[src/rtl/fp_ctrl_pkg.sv]
// Shared types for the FP issue controller: the FPU tag layout and FSM states.
package fp_ctrl_pkg;

  localparam int FREG_AW = 5;

  // Tag carried through the FPU so the result knows where to land.
  typedef struct packed {
    logic               fwb;
    logic [FREG_AW-1:0] rd;
  } fp_tag_t;

  typedef enum logic [0:0] {
    RUN   = 1'b0,
    FLUSH = 1'b1
  } fp_ctrl_state_e;

  // Build the tag sent along with an issued op.
  function automatic fp_tag_t make_tag(input logic fwb, input logic [FREG_AW-1:0] rd);
    fp_tag_t t;
    t.fwb = fwb;
    t.rd  = rd;
    return t;
  endfunction

endpackage

[src/rtl/fp_issue_ctrl_chk.sv]
// Simulation-only invariants on the issue controller's bookkeeping.
module fp_issue_ctrl_chk
  import fp_ctrl_pkg::*;
#(
  parameter int CW      = 3,
  parameter int MAX_OUT = 4
) (
  input logic               clk_i,
  input logic               rst_ni,
  input logic               out_fire_i,
  input logic               issue_fire_i,
  input logic [CW-1:0]      count_i,
  input logic               set_en_i,
  input logic [FREG_AW-1:0] set_addr_i,
  input logic               clr_en_i,
  input logic [FREG_AW-1:0] clr_addr_i
);

  a_no_underflow: assert property (@(posedge clk_i) disable iff (!rst_ni)
    (out_fire_i && !issue_fire_i) |-> (count_i != {CW{1'b0}}));

  a_no_overflow: assert property (@(posedge clk_i) disable iff (!rst_ni)
    count_i <= CW'(MAX_OUT));

  a_no_set_clr_same_bit: assert property (@(posedge clk_i) disable iff (!rst_ni)
    (set_en_i && clr_en_i) |-> (set_addr_i != clr_addr_i));

endmodule

[src/rtl/fp_scoreboard.sv]
// One pending-write bit per FP register; flags RAW/WAW hazards for the
// op currently at the issue port.
module fp_scoreboard
  import fp_ctrl_pkg::*;
#(
  parameter int NUM_FREGS = 32
) (
  input  logic               clk_i,
  input  logic               rst_ni,
  input  logic               set_en_i,
  input  logic [FREG_AW-1:0] set_addr_i,
  input  logic               clr_en_i,
  input  logic [FREG_AW-1:0] clr_addr_i,
  input  logic               clear_all_i,
  input  logic [3*FREG_AW-1:0] rs_i,
  input  logic [2:0]         rs_used_i,
  input  logic [FREG_AW-1:0] rd_i,
  input  logic               fwb_i,
  output logic               hazard_o
);

  localparam logic [NUM_FREGS-1:0] ONE_HOT0 = {{(NUM_FREGS-1){1'b0}}, 1'b1};

  logic [NUM_FREGS-1:0] sb_r;
  logic [NUM_FREGS-1:0] sb_nxt_s;
  logic [NUM_FREGS-1:0] set_mask_s;
  logic [NUM_FREGS-1:0] clr_mask_s;
  logic                 rs_haz_s;

  // Next scoreboard value: clear first, then set, so a same-edge set wins.
  always_comb begin
    set_mask_s = set_en_i ? (ONE_HOT0 << set_addr_i) : {NUM_FREGS{1'b0}};
    clr_mask_s = clr_en_i ? (ONE_HOT0 << clr_addr_i) : {NUM_FREGS{1'b0}};
    sb_nxt_s   = clear_all_i ? {NUM_FREGS{1'b0}} : ((sb_r & ~clr_mask_s) | set_mask_s);
  end

  // Scoreboard state register.
  always_ff @(posedge clk_i or negedge rst_ni) begin
    if (!rst_ni) sb_r <= {NUM_FREGS{1'b0}};
    else         sb_r <= sb_nxt_s;
  end

  // RAW check across the three (optionally used) sources.
  always_comb begin
    rs_haz_s = 1'b0;
    for (int k = 0; k < 3; k++) begin
      rs_haz_s = rs_haz_s | (rs_used_i[k] & sb_r[rs_i[k*FREG_AW +: FREG_AW]]);
    end
  end

  // WAW only matters when the op writes the FP register file.
  assign hazard_o = rs_haz_s | (fwb_i & sb_r[rd_i]);

endmodule

[src/rtl/fp_issue_ctrl.sv]
// Issues decoded FP ops to the FPU, tracks in-flight destinations, and
// writes returned results back one cycle after the FPU hands them over.
module fp_issue_ctrl
  import fp_ctrl_pkg::*;
#(
  parameter int DATAWIDTH       = 32,
  parameter int NUM_FREGS       = 32,
  parameter int MAX_OUTSTANDING = 4
) (
  input  logic                                 clk_i,
  input  logic                                 rst_ni,
  input  logic                                 req_valid_i,
  output logic                                 req_ready_o,
  input  logic [FREG_AW-1:0]                   req_rd_i,
  input  logic [3*FREG_AW-1:0]                 req_rs_i,
  input  logic [2:0]                           req_rs_used_i,
  input  logic                                 req_fwb_i,
  output logic                                 fpu_in_valid_o,
  input  logic                                 fpu_in_ready_i,
  output logic [FREG_AW:0]                     fpu_tag_o,
  input  logic                                 fpu_out_valid_i,
  output logic                                 fpu_out_ready_o,
  input  logic [FREG_AW:0]                     fpu_tag_i,
  input  logic [DATAWIDTH-1:0]                 fpu_result_i,
  input  logic                                 flush_i,
  output logic                                 fpu_flush_o,
  output logic                                 wb_en_o,
  output logic                                 int_wb_o,
  output logic [FREG_AW-1:0]                   wb_addr_o,
  output logic [DATAWIDTH-1:0]                 wb_data_o,
  output logic [$clog2(MAX_OUTSTANDING+1)-1:0] outstanding_o,
  output logic                                 busy_o
);

  localparam int            CW      = $clog2(MAX_OUTSTANDING+1);
  localparam logic [CW-1:0] MAX_CNT = CW'(MAX_OUTSTANDING);
  localparam logic [CW-1:0] ONE     = {{(CW-1){1'b0}}, 1'b1};

  fp_ctrl_state_e       state_r, state_nxt_s;
  logic [CW-1:0]        count_r, count_nxt_s;
  logic                 wb_en_r, int_wb_r;
  logic [FREG_AW-1:0]   wb_addr_r;
  logic [DATAWIDTH-1:0] wb_data_r;
  logic                 hazard_s, issue_ok_s, issue_fire_s, out_fire_s;
  fp_tag_t              ret_tag_s;

  assign ret_tag_s       = fp_tag_t'(fpu_tag_i);
  assign issue_ok_s      = (state_r == RUN) & ~flush_i & ~hazard_s & (count_r < MAX_CNT);
  assign fpu_in_valid_o  = req_valid_i & issue_ok_s;
  assign req_ready_o     = fpu_in_ready_i & issue_ok_s;
  assign issue_fire_s    = req_valid_i & fpu_in_ready_i & issue_ok_s;
  assign fpu_tag_o       = make_tag(req_fwb_i, req_rd_i);
  assign fpu_out_ready_o = (state_r == RUN) & ~flush_i;
  assign out_fire_s      = fpu_out_valid_i & fpu_out_ready_o;
  assign fpu_flush_o     = flush_i;

  fp_scoreboard #(.NUM_FREGS(NUM_FREGS)) u_sb (
    .clk_i       (clk_i),
    .rst_ni      (rst_ni),
    .set_en_i    (issue_fire_s & req_fwb_i),
    .set_addr_i  (req_rd_i),
    .clr_en_i    (wb_en_r),
    .clr_addr_i  (wb_addr_r),
    .clear_all_i (flush_i),
    .rs_i        (req_rs_i),
    .rs_used_i   (req_rs_used_i),
    .rd_i        (req_rd_i),
    .fwb_i       (req_fwb_i),
    .hazard_o    (hazard_s)
  );

  // FSM next state: a flush always lands in (or stays in) FLUSH for a cycle.
  always_comb begin
    state_nxt_s = state_r;
    case (state_r)
      RUN:     state_nxt_s = flush_i ? FLUSH : RUN;
      FLUSH:   state_nxt_s = flush_i ? FLUSH : RUN;
      default: state_nxt_s = RUN;
    endcase
  end

  // In-flight count: simultaneous issue and retire cancel out.
  always_comb begin
    count_nxt_s = count_r;
    if (flush_i) begin
      count_nxt_s = {CW{1'b0}};
    end else if (issue_fire_s && !out_fire_s) begin
      count_nxt_s = count_r + ONE;
    end else if (!issue_fire_s && out_fire_s) begin
      count_nxt_s = count_r - ONE;
    end else begin
      count_nxt_s = count_r;
    end
  end

  // FSM state and in-flight counter registers.
  always_ff @(posedge clk_i or negedge rst_ni) begin
    if (!rst_ni) begin
      state_r <= RUN;
      count_r <= {CW{1'b0}};
    end else begin
      state_r <= state_nxt_s;
      count_r <= count_nxt_s;
    end
  end

  // Write-back stage: capture a returned result; a flush drops it.
  always_ff @(posedge clk_i or negedge rst_ni) begin
    if (!rst_ni) begin
      wb_en_r   <= 1'b0;
      int_wb_r  <= 1'b0;
      wb_addr_r <= {FREG_AW{1'b0}};
      wb_data_r <= {DATAWIDTH{1'b0}};
    end else if (flush_i) begin
      wb_en_r  <= 1'b0;
      int_wb_r <= 1'b0;
    end else begin
      wb_en_r  <= out_fire_s & ret_tag_s.fwb;
      int_wb_r <= out_fire_s & ~ret_tag_s.fwb;
      if (out_fire_s) begin
        wb_addr_r <= ret_tag_s.rd;
        wb_data_r <= fpu_result_i;
      end
    end
  end

  assign wb_en_o       = wb_en_r;
  assign int_wb_o      = int_wb_r;
  assign wb_addr_o     = wb_addr_r;
  assign wb_data_o     = wb_data_r;
  assign outstanding_o = count_r;
  assign busy_o        = (count_r != {CW{1'b0}}) | wb_en_r | int_wb_r | (state_r == FLUSH);

  fp_issue_ctrl_chk #(.CW(CW), .MAX_OUT(MAX_OUTSTANDING)) u_chk (
    .clk_i        (clk_i),
    .rst_ni       (rst_ni),
    .out_fire_i   (out_fire_s),
    .issue_fire_i (issue_fire_s),
    .count_i      (count_r),
    .set_en_i     (issue_fire_s & req_fwb_i),
    .set_addr_i   (req_rd_i),
    .clr_en_i     (wb_en_r),
    .clr_addr_i   (wb_addr_r)
  );

endmodule

[config.mk]
export PLATFORM = sky130hd
export DESIGN_NAME = fp_issue_ctrl
export DESIGN_NICKNAME = d
export VERILOG_FILES = /design/src/rtl/fp_ctrl_pkg.sv /design/src/rtl/fp_issue_ctrl_chk.sv /design/src/rtl/fp_scoreboard.sv /design/src/rtl/fp_issue_ctrl.sv
export SDC_FILE = /design/constraint.sdc
export NUM_CORES = 1
export LEC_CHECK = 0
export ABC_AREA = 1
export ABC_CLOCK_PERIOD_IN_PS = 4520
export BUFFER_PORTS_ARGS = -buffer_cell sky130_fd_sc_hd__buf_2
export CAP_MARGIN = 20
export CORE_MARGIN = 2
export CORE_UTILIZATION = 55
export DETAILED_ROUTE_END_ITERATION = 16
export PLACE_DENSITY = 0.81
export SYNTH_ARGS = -nofsm -noshare
export SYNTH_HDL_FRONTEND = slang
export SYNTH_HIERARCHICAL = 1
export SYNTH_SLANG_ARGS = --single-unit
[constraint.sdc]
create_clock -name clk_i -period 4.52 [get_ports clk_i]
set_input_delay 0.226 -clock clk_i [delete_from_list [all_inputs] [get_ports clk_i]]
set_output_delay 0.226 -clock clk_i [all_outputs]
set_load 0.01 [all_outputs]
==> flow_metrics.env <==
export IMPL_cp_startpoint="u_sb/sb_r[31]"
export IMPL_min_period_ps=2970
export IMPL_grt_pass1_vias=4781
export IMPL_crit_cells=17
export IMPL_p_leak_uw=0.00275
export IMPL_worstPathMaxFanout=16
export IMPL_arrival_ps=3220
export IMPL_crit_family="simple AND/OR/NAND/NOR gates"
export IMPL_layout_cells_non_filler=914
export IMPL_overflow=0
export IMPL_die_w_um=97.1
export IMPL_area_delta_synth_final_pct=13.4
export IMPL_vias=5206
export IMPL_synth_area_um2=4770
export IMPL_irDropWorstVdd_v=0.000250
export IMPL_grtUsageMet3=0.0568
export IMPL_slew_viol_final=0
export IMPL_floorplan_initialDensity=0.575
export IMPL_drt_wl_total_mm=14.1
export IMPL_ys_warn_count=6
export IMPL_rr_worst_depth=17
export IMPL_clk_latency_ps=350
export IMPL_fin_setup_tns_ps=0
export IMPL_syn_inst=716
export IMPL_cts_reportedPaths_clkPinSlew_ps=70
export IMPL_htree_levels=3
export IMPL_startpoint_type="flip-flop"
export IMPL_r2r_end="u_sb/sb_r[10]"
export IMPL_ys_ff_latch=75
export IMPL_grt_usage=0.302
export IMPL_worst_path_largest_cell_delay_ps=750
export IMPL_path_class="flip-flop to flip-flop"
export IMPL_synth_nets=785
export IMPL_globalplace_congestion=0.948
export IMPL_antenna_found_initial=0
export IMPL_setup_viol=0
export IMPL_dp_hpwl_mm=10.1
export IMPL_nNetsFinal=874
export IMPL_via_per_inst=5.70
export IMPL_whs_path_depth=2
export IMPL_portBuffers=120
export IMPL_die_h_um=97.1
export IMPL_cts_root_buf="clkbuf_8"
export IMPL_rsz0062_at_grt="no"
export IMPL_p_int_uw=1170
export IMPL_synth_top_area_frac=0.393
export IMPL_numCtsBuffers=9
export IMPL_async_flop_share=1.00
export IMPL_worstHoldPathType="input port to flip-flop"
export IMPL_switching_share=0.296
export IMPL_maxSlewHeadroom=0.329
export IMPL_skew_ps=8.21
export IMPL_grt_pass1_wl_mm=23.2
export IMPL_worst_ep_required_time_ps=4780
export IMPL_seqPwrFrac=0.465
export IMPL_cts_hold_buf=0
export IMPL_rr_startpoint="u_sb/sb_r[31]"
export IMPL_critPathMostFrequentCell="nand2_1"
export IMPL_p_sw_uw=491
export IMPL_clock_sinks=75
export IMPL_cts_tree="yes"
export IMPL_cp_cell_sequence="nand2_1, nand3_1, nand3_1, nand2_1, nand2_1, nand3_1, nand3_1, nand2_1, inv_1, nand2_1, nor2_1, nand3_2, nor2_1, inv_1, nor2_1, nand2_1, a21oi_1"
export IMPL_grt_max_degree=76
export IMPL_clock_path_buffers=2
export IMPL_dr_pass1_iters=5
export IMPL_ys_flop_type="dfrtp_1"
export IMPL_use_met2=0.455
export IMPL_synth_edf_count=0
export IMPL_post_drt_wl_per_cell_um=15.4
export IMPL_tightest_slew_ps=1000
export IMPL_clock_power_share=0.333
export IMPL_max_clock_freq_ghz=0.337
export IMPL_die_area_um2=9440
export IMPL_ant_nets=0
export IMPL_ys_seq_area_frac=0.393
export IMPL_post_cts_setup_buffer_count=0
export IMPL_yosysUniqueCellTypes=24
export IMPL_drc=0
export IMPL_crit_end="u_sb/sb_r[10]"
export IMPL_synth_largest_area_cell="dfrtp_1"
export IMPL_syn_area_per_cell_um2=6.66
export IMPL_path_buf_inv=2
export IMPL_r2r_slack_ps=1550
export IMPL_n_antenna_cell=0
export IMPL_dp_cells=899
export IMPL_drtIter0Drc=561
export IMPL_met1_usage=0.403
export IMPL_whs_ps=37.0
export IMPL_powerDensity_nw_per_um2=307
export IMPL_io_pins=121
export IMPL_drive_above_1_share=0.190
export IMPL_grt_busiest_layer="met2"
export IMPL_coreArea_um2=8300
export IMPL_outcome="finished, final reports clean"
export IMPL_hold_viol=0
export IMPL_fill_cells=732
export IMPL_cts_resized=0
export IMPL_synthTopCellsByArea="dfrtp_1 39%, nand2_1 26%, nand3_1 12%"
export IMPL_rows=33
export IMPL_pwr_share_comb=0.202
export IMPL_cp_slowest_cell="nor2_1"
export IMPL_drv_cap=0
export IMPL_worstSetupEndpointType="flip-flop"
export IMPL_min_period_over_period=0.656
==> sequential cells by signal (all words and copies together), names as in the netlist <==
register	count
u_sb/sb_r	32
wb_data_o	32
wb_addr_o	5
outstanding_o	3
int_wb_o	1
state_r	1
wb_en_o	1
==> cell usage in the layout, fill, tap and decap left out <==
master and instances:
nand2_1 330, buf_2 120, nand3_1 115, dfrtp_1 75, a21oi_1 32, inv_1 30, o21ai_0 28, nor2_1 20
clkbuf_8 10, inv_2 8, nand4_1 6, nor4_1 6, nor3_1 4, o21ai_1 4, nand3b_1 4, nor2_2 2
clkinv_2 2, bufinv_16 2, buf_4 2, inv_4 2, inv_6 2, nand3_2 1, nor3_4 1, nand2_2 1
fa_1 1, clkinvlp_4 1
==> per-stage QoR <==
step,power [uW],setup slack (ps),utilization,cell area (um^2)
2_1_floorplan,985,2310,-,4770
3_3_place_gp,1100,1520,0.626,5200
3_5_place_dp,1120,1430,0.626,5200
4_1_cts,1670,1610,0.652,5410
5_1_grt,1750,1150,0.652,5410
6_report,1660,1550,0.652,5410
==> cells in the mapped netlist (2+ instances only) <==
cell type / number
nor2_1: 20
inv_1: 30
buf_6: 14
clkbuf_1: 8
inv_2: 8
a21oi_1: 32
inv_6: 2
nand3_1: 115
nor3_1: 4
o21ai_1: 4
nand4_1: 6
buf_4: 10
dfrtp_1: 75
buf_2: 12
nand3b_1: 4
nand2_1: 330
o21ai_0: 28
nor2_2: 2
nor4_1: 6
inv_4: 2
==> logic make-up (layout without fill, tap and decap cells) <==
kind of cell,after synthesis,in the layout,share of synthesized area
AOI/OAI and AO/OA,64,64,0.0671
buffers and inverters,86,179,0.104
DFF,75,75,0.393
adders and majority gates,1,1,0.00420
and+or+nand+nor,490,490,0.432
==> final cells by class <==
cell class / instances / area (um^2) / share of cell area
clock inverters: 5 / 77.6 / 0.0143
inverters: 42 / 173 / 0.0319
flip-flops and latches: 75 / 1880 / 0.347
clock buffers: 10 / 138 / 0.0254
repair buffers: 122 / 616 / 0.114
multi-input cells: 555 / 2400 / 0.443
well taps: 105 / 131 / 0.0243
==> how the worst min path moves through the flow <==
stage          slack [ps]  endpoint          from
4_1_cts                20  int_wb_o  fpu_tag_i[5]
5_1_grt                30  int_wb_o  fpu_tag_i[5]
3_3_place_gp          390  int_wb_o  fpu_tag_i[5]
3_5_place_dp          400  int_wb_o  fpu_tag_i[5]
2_1_floorplan         -70  int_wb_o        rst_ni
6_report               40  int_wb_o  fpu_tag_i[5]
==> power groups by stage <==
stage               Clock, uW  Combinational (uW)  Sequential, uW
finish                    552                 335             772
global route              590                 378             779
CTS                       564                 335             770
detailed placement          0                 335             780
global placement            0                 324             781
floorplan                   0                 184             801
==> layer usage <==
metal | up-vias | share of wire
met5 | - | 0
met4 | 0 | 0.055
met3 | 69 | 0.099
met2 | 325 | 0.45
met1 | 2345 | 0.40
li1 | 2467 | -
Note: power is estimated with default switching activity, not from simulation.
